## src/rtl/mult_pkg.sv

```systemverilog
// Shared widths for the unsigned multiplier datapath.
package mult_pkg;
  localparam int OP_W   = 32;
  localparam int PROD_W = 64;
endpackage

```

## src/rtl/full_adder.sv

```systemverilog
// One-bit full adder used as the 3:2 cell of the reduction tree.
// Ports:
//   a, b, cin : input bits of equal weight
//   sum       : output bit, same weight as the inputs
//   cout      : output bit, weight doubled
module full_adder (
  input  logic a,
  input  logic b,
  input  logic cin,
  output logic sum,
  output logic cout
);

  assign sum  = a ^ b ^ cin;
  assign cout = (a & b) | (a & cin) | (b & cin);

endmodule

```

## src/rtl/create.sv

```systemverilog
// Unsigned 32x32 -> 64-bit Wallace-tree multiplier with a registered product.
// The AND-array partial products are reduced by carry-save stages to two rows,
// which a carry-propagate adder combines in front of the single output register.
// Ports:
//   clk : clock, rising edge
//   rst : asynchronous active-high reset, clears s
//   a   : multiplicand, unsigned
//   b   : multiplier, unsigned
//   s   : a*b, registered (one cycle latency, one result per cycle)
module create
  import mult_pkg::*;
(
  input  logic              clk,
  input  logic              rst,
  input  logic [OP_W-1:0]   a,
  input  logic [OP_W-1:0]   b,
  output logic [PROD_W-1:0] s
);

  localparam int N_STAGES = 8;

  // Rows left after st stages: each group of 3 rows becomes 2, leftovers pass.
  // Gives 32, 22, 15, 10, 7, 5, 4, 3, 2.
  function automatic int rows_at(input int st);
    int n;
    n = OP_W;
    for (int i = 0; i < st; i++) n = 2 * (n / 3) + (n % 3);
    return n;
  endfunction

  // rows[st][r] is row r entering stage st; entries past the live row count are tied to 0.
  logic [PROD_W-1:0] rows [0:N_STAGES][0:OP_W-1];

  for (genvar i = 0; i < OP_W; i++) begin : g_pp
    assign rows[0][i] = {{OP_W{1'b0}}, a & {OP_W{b[i]}}} << i;
  end

  for (genvar st = 0; st < N_STAGES; st++) begin : g_stage
    localparam int N_IN  = rows_at(st);
    localparam int N_GRP = N_IN / 3;
    localparam int N_OUT = rows_at(st + 1);

    for (genvar k = 0; k < N_GRP; k++) begin : g_csa
      logic [PROD_W-1:0] sum_row;
      logic [PROD_W-2:0] cry_row;

      for (genvar bt = 0; bt < PROD_W - 1; bt++) begin : g_bit
        full_adder u_fa (
          .a   (rows[st][3*k][bt]),
          .b   (rows[st][3*k+1][bt]),
          .cin (rows[st][3*k+2][bt]),
          .sum (sum_row[bt]),
          .cout(cry_row[bt])
        );
      end

      // A carry out of the top column has weight 2^64; the sum is kept
      // modulo 2^64 and the true product always fits, so only the sum is needed.
      assign sum_row[PROD_W-1] = rows[st][3*k][PROD_W-1] ^ rows[st][3*k+1][PROD_W-1]
                               ^ rows[st][3*k+2][PROD_W-1];

      assign rows[st+1][2*k]   = sum_row;
      assign rows[st+1][2*k+1] = {cry_row, 1'b0};
    end

    for (genvar r = 3 * N_GRP; r < N_IN; r++) begin : g_pass
      assign rows[st+1][r - N_GRP] = rows[st][r];
    end

    for (genvar r = N_OUT; r < OP_W; r++) begin : g_zero
      assign rows[st+1][r] = '0;
    end
  end

  logic [PROD_W-1:0] prod;

  assign prod = rows[N_STAGES][0] + rows[N_STAGES][1];

  always_ff @(posedge clk or posedge rst) begin
    if (rst) s <= '0;
    else     s <= prod;
  end

endmodule

```

## config.mk

```make
export PLATFORM = sky130hd
export DESIGN_NAME = create
export DESIGN_NICKNAME = d
export VERILOG_FILES = /design/src/rtl/mult_pkg.sv /design/src/rtl/full_adder.sv /design/src/rtl/create.sv
export SDC_FILE = /design/constraint.sdc
export NUM_CORES = 2
export LEC_CHECK = 0
export CAP_MARGIN = 25
export CORE_ASPECT_RATIO = 0.5
export CORE_MARGIN = 4
export CORE_UTILIZATION = 60
export CTS_CLUSTER_DIAMETER = 30
export DETAILED_ROUTE_END_ITERATION = 8
export PLACE_DENSITY = 0.8
export SYNTH_ARGS = -nofsm -noshare
export SYNTH_HDL_FRONTEND = slang
export SYNTH_SLANG_ARGS = --single-unit
```

## constraint.sdc

```tcl
create_clock -name clk -period 2.95 [get_ports clk]
set_clock_uncertainty 0.1 [all_clocks]
set_input_delay 0.4425 -clock clk [delete_from_list [all_inputs] [get_ports clk]]
set_output_delay 0.4425 -clock clk [all_outputs]
set_load 0.01 [all_outputs]
```

==> impl_metrics.env, run 1 <==
export IMPL_overflow=261
export IMPL_die_h_um=177
export IMPL_ys_types=61
export IMPL_postGrtWorstEndpoint="s[59]$_DFF_PP0_/D"
export IMPL_ys_flop_type="dfrtp_1"
export IMPL_cts_sinks=64
export IMPL_clockBufferDepth=2
export IMPL_synth_edf_count=0
export IMPL_worst_ep_kind="sequential cell input"
export IMPL_num_rows=61
export IMPL_yosys_warnings=0
export IMPL_dieWidth_um=345
export IMPL_syn_nets=4785
export IMPL_synth_top_area_share_pct=53.3
export IMPL_grt_max_degree=65
export IMPL_yosys_area_top_type="fa_1"
export IMPL_root_buffer="clkbuf_16"
export IMPL_netlist_top_cells_area="fa_1 53%, and2_1 12%, inv_1 9.0%"
export IMPL_initial_core_util_pct=61.0
export IMPL_stop_stage="5_1_grt"
export IMPL_io_buffers=129
export IMPL_stop_error="[ERROR GRT-0232] Routing congestion too high. Check the congestion heatmap in the GUI."
export IMPL_ys_seq_area_share_pct=4.70
export IMPL_syn_area_per_cell_sq_um=9.47
export IMPL_io_pins=130
export IMPL_htree_levels=3
export IMPL_dp_hpwl_mm=74.1
export IMPL_place_gp_congestion=0.948
export IMPL_antenna_found_initial=26
export IMPL_cts_made_buffers=9
export IMPL_netlist_instances=3597
export IMPL_ys_seq_elements=64
export IMPL_syn_area_sq_um=34100
export IMPL_status="aborted with a tool error"
export IMPL_async_reset_ff_share_pct=100
export IMPL_synthTopCellsByCount="908 x fa_1, 813 x inv_1, 631 x and2_1"
export IMPL_synth_most_common_cell="fa_1"
export IMPL_grt_use_total_pct=80.2
[metal layers]
| metal | GRT overflow | GRT usage [%] |
|---|---|---|
| met1 | 31 | 77.4 |
| met2 | 126 | 90.0 |
| met3 | 23 | 77.4 |
| met4 | 77 | 74.4 |
| met5 | 4 | 63.8 |
[kinds of logic after synthesis]
kind of cell | Yosys count | share of synthesized area [%]
adders and majority gates | 1122 | 61.2
and+or+nand+nor | 1151 | 17.7
AOI/OAI and AO/OA | 191 | 3.75
buffers and inverters | 1016 | 11.3
xor gates and xnor gates | 52 | 1.34
DFF | 64 | 4.70
muxes | 1 | 0.0294
[per-stage QoR]
step | std cells | cell area, sq um | hold WS (ps) | TNS (ps) | setup slack, ps
2_1_floorplan | 3597 | 36500 | 588 | -164490 | -3780
3_3_place_gp | 4670 | 41100 | 745 | -228720 | -4590
3_5_place_dp | 4670 | 41100 | 759 | -234430 | -4780
4_1_cts | 4925 | 45500 | 388 | -191520 | -4010
[repair_timing]
action                                  4_1_cts
resized for setup                           693
cloned                                       42
pin swaps                                   292
setup buffers                               203
hold buffers                                  0
endpoints found under the setup margin       60
==> run 2, diff against run 1 <==
CORE_ASPECT_RATIO = unset   (was 0.5)
CORE_UTILIZATION = 40   (was 60)
CTS_CLUSTER_DIAMETER = unset   (was 30)
PLACE_DENSITY = unset   (was 0.8)
PLACE_DENSITY_LB_ADDON = 0.15   (was unset)
==> run 2 against run 1 <==
Net effect:
- the flow now finishes, with violations (setup timing)
- synthesized area is the same
- synthesized cell count is the same
==> impl_metrics.env, run 2 <==
export IMPL_status="finished, violations left"
export IMPL_violations="setup timing"
export IMPL_synth_edf_count=0
export IMPL_async_reset_ff_share_pct=100
export IMPL_clockBufferDepth=2
export IMPL_synth_top_area_share_pct=53.3
export IMPL_ys_flop_type="dfrtp_1"
export IMPL_dp_hpwl_mm=82.9
export IMPL_final_setup_viol_count=59
export IMPL_top_regs="s: 64 flops"
export IMPL_ys_seq_area_share_pct=4.70
export IMPL_startpoint_type="input port"
export IMPL_root_buffer="clkbuf_16"
export IMPL_ys_types=61
export IMPL_multi_input_area_sq_um=32000
export IMPL_fmax_mhz=145
export IMPL_routed_wl_mm=108
export IMPL_overflow=0
export IMPL_io_buffers=129
export IMPL_register_area_sq_um=1600
export IMPL_critPathRequiredTime_ps=3070
export IMPL_fp_coreArea_sq_um=84100
export IMPL_area_growth_pct=39.5
export IMPL_syn_nets=4785
export IMPL_grt_max_degree=40
export IMPL_htree_levels=3
export IMPL_maxSlewViolCount=0
export IMPL_drc=0
export IMPL_drtIter0Drc=1200
export IMPL_critPathArrivalTime_ps=7010
export IMPL_layout_setup_ws_ps=-3940
export IMPL_dp_cells=5088
export IMPL_firstDrtPassIters=4
export IMPL_via_count=26200
export IMPL_cpMaxStageDelayCell="fa_2"
export IMPL_initial_core_util_pct=40.5
export IMPL_netlist_instances=3597
export IMPL_clk_pin_slew_ps=60
export IMPL_fin_nets=5398
export IMPL_layoutNonFillerInstCount=5351
export IMPL_hold_violations=0
export IMPL_postRouteAntennaNets=0
export IMPL_ys_seq_elements=64
export IMPL_grt_pass1_wl_mm=174
export IMPL_slew_headroom_pct=60.7
export IMPL_avgViaCountPerCell=4.89
export IMPL_path_class="in -> reg"
export IMPL_yosys_area_top_type="fa_1"
export IMPL_synth_most_common_cell="fa_1"
export IMPL_fillers=7455
export IMPL_cts_sinks=64
export IMPL_die_area_sq_um=89900
export IMPL_io_pins=130
export IMPL_cts_hold_buf=0
export IMPL_path_max_fanout=8
export IMPL_critPathTopFamily="adder cells"
export IMPL_cp_common_cell="fa_1"
export IMPL_synthTopCellsByCount="908 x fa_1, 813 x inv_1, 631 x and2_1"
export IMPL_netlist_top_cells_area="fa_1 53%, and2_1 12%, inv_1 9.0%"
export IMPL_post_route_period_util_pct=234
export IMPL_end_kind="register"
export IMPL_final_common_cell="fa_1"
export IMPL_num_rows=106
export IMPL_cpPeakStageDelay_ps=650
export IMPL_worst_pin_slew_ps=589
export IMPL_dieWidth_um=300
export IMPL_first_global_vias=30100
export IMPL_place_gp_congestion=0.853
export IMPL_final_layout_size_suffix_gt1_share_pct=35.0
export IMPL_crit_chain="buf_12 -> buf_12 -> buf_12 -> and2_4 -> fa_1 -> inv_2 -> fa_1 -> fa_2 -> fa_2 -> fa_2 -> fa_1 -> fa_1 -> inv_2 -> ha_4 -> ha_4 -> a21oi_4 -> o211ai_1 -> a21oi_2 -> a31o_4 -> o21a_4 -> o211a_4 -> nor4_4 -> a211oi_2 -> xnor2_1"
export IMPL_syn_area_sq_um=34100
export IMPL_path_buf_inv=5
export IMPL_wl_per_cell_um=20.2
export IMPL_syn_area_per_cell_sq_um=9.47
export IMPL_grt_use_total_pct=25.1
export IMPL_rsz0062_at_grt="true"
export IMPL_drv_cap=0
export IMPL_hold_path_class="in -> async"
export IMPL_antenna_found_initial=5
export IMPL_cts_tree="done"
export IMPL_largest_reg_flops=64
export IMPL_period_needed_ps=6890
export IMPL_yosys_warnings=0
export IMPL_die_h_um=300
export IMPL_cts_made_buffers=9
export IMPL_regMostFlops="s"
export IMPL_final_cell_mix="773 x fa_1, 703 x inv_1, 459 x and2_1"
-- run 2: worst max path at each step --
stage / start / endpoint / cells past startpoint
after global routing: a[23] / s[63] / 26
after global placement: b[11] / s[39] / 25
after CTS: a[17] / s[56] / 26
final: a[18] / s[63] / 24
after detailed placement: b[11] / s[48] / 22
after floorplan: a[14] / s[48] / 25
-- run 2: through the flow --
stage               TNS (ps)  hold WS (ps)  setup WS, ps  cell area, sq um  utilization (%)
floorplan            -164490           588         -3780             36500                -
global placement     -235680           762         -4690             42000             49.9
detailed placement   -237690           762         -4740             42000             49.9
CTS                  -190200           396         -3950             46400             55.2
global route         -197870           430         -4120             47500             56.5
finish               -189840           392         -3940             47500             56.5
-- run 2: timing repair --
| action | 4_1_cts | 5_1_grt |
|---|---|---|
| pin swaps | 428 | 293 |
| endpoints found under the setup margin | 60 | 59 |
| setup buffers | 177 | 63 |
| resized for setup | 806 | 252 |
| endpoints found under the hold margin | 0 | 0 |
| gates cloned | 41 | 3 |
-- run 2: kinds of logic (layout without fill, tap and decap cells) --
family          after synthesis  after routing  synth area share, %
compound gates              191            191                 3.75
xor+xnor                     52             52                 1.34
fa+ha+maj                  1122           1122                 61.2
buf+inv                    1016           1634                 11.3
flops                        64             64                 4.70
mux                           1              1               0.0294
other cells                   0              2                    0
simple gates               1151           1151                 17.7
-- run 2: metal layers --
| layer | global-route usage [%] | up-vias | share of wire [%] |
|---|---|---|---|
| li1 | - | 11600 | - |
| met1 | 32.6 | 13900 | 42 |
| met2 | 45.8 | 496 | 52 |
| met3 | 2.42 | 138 | 3.7 |
| met4 | 4.89 | 0 | 2.5 |
| met5 | 0 | - | 0 |
-- run 2: cell type report --
class | count | area share, %
Sequential cell | 64 | 3.37
Inverter | 813 | 6.43
Tap cell | 1134 | 2.99
Antenna cell | 2 | 0.0105
Multi-Input combinational cell | 2517 | 67.3
Clock inverter | 7 | 0.219
Clock buffer | 9 | 0.474
Timing Repair Buffer | 805 | 19.2
Power of run 2 is left out: the tool's default activity adds up to more than one toggle a clock period on the data nets, which glitch-free logic cannot reach.
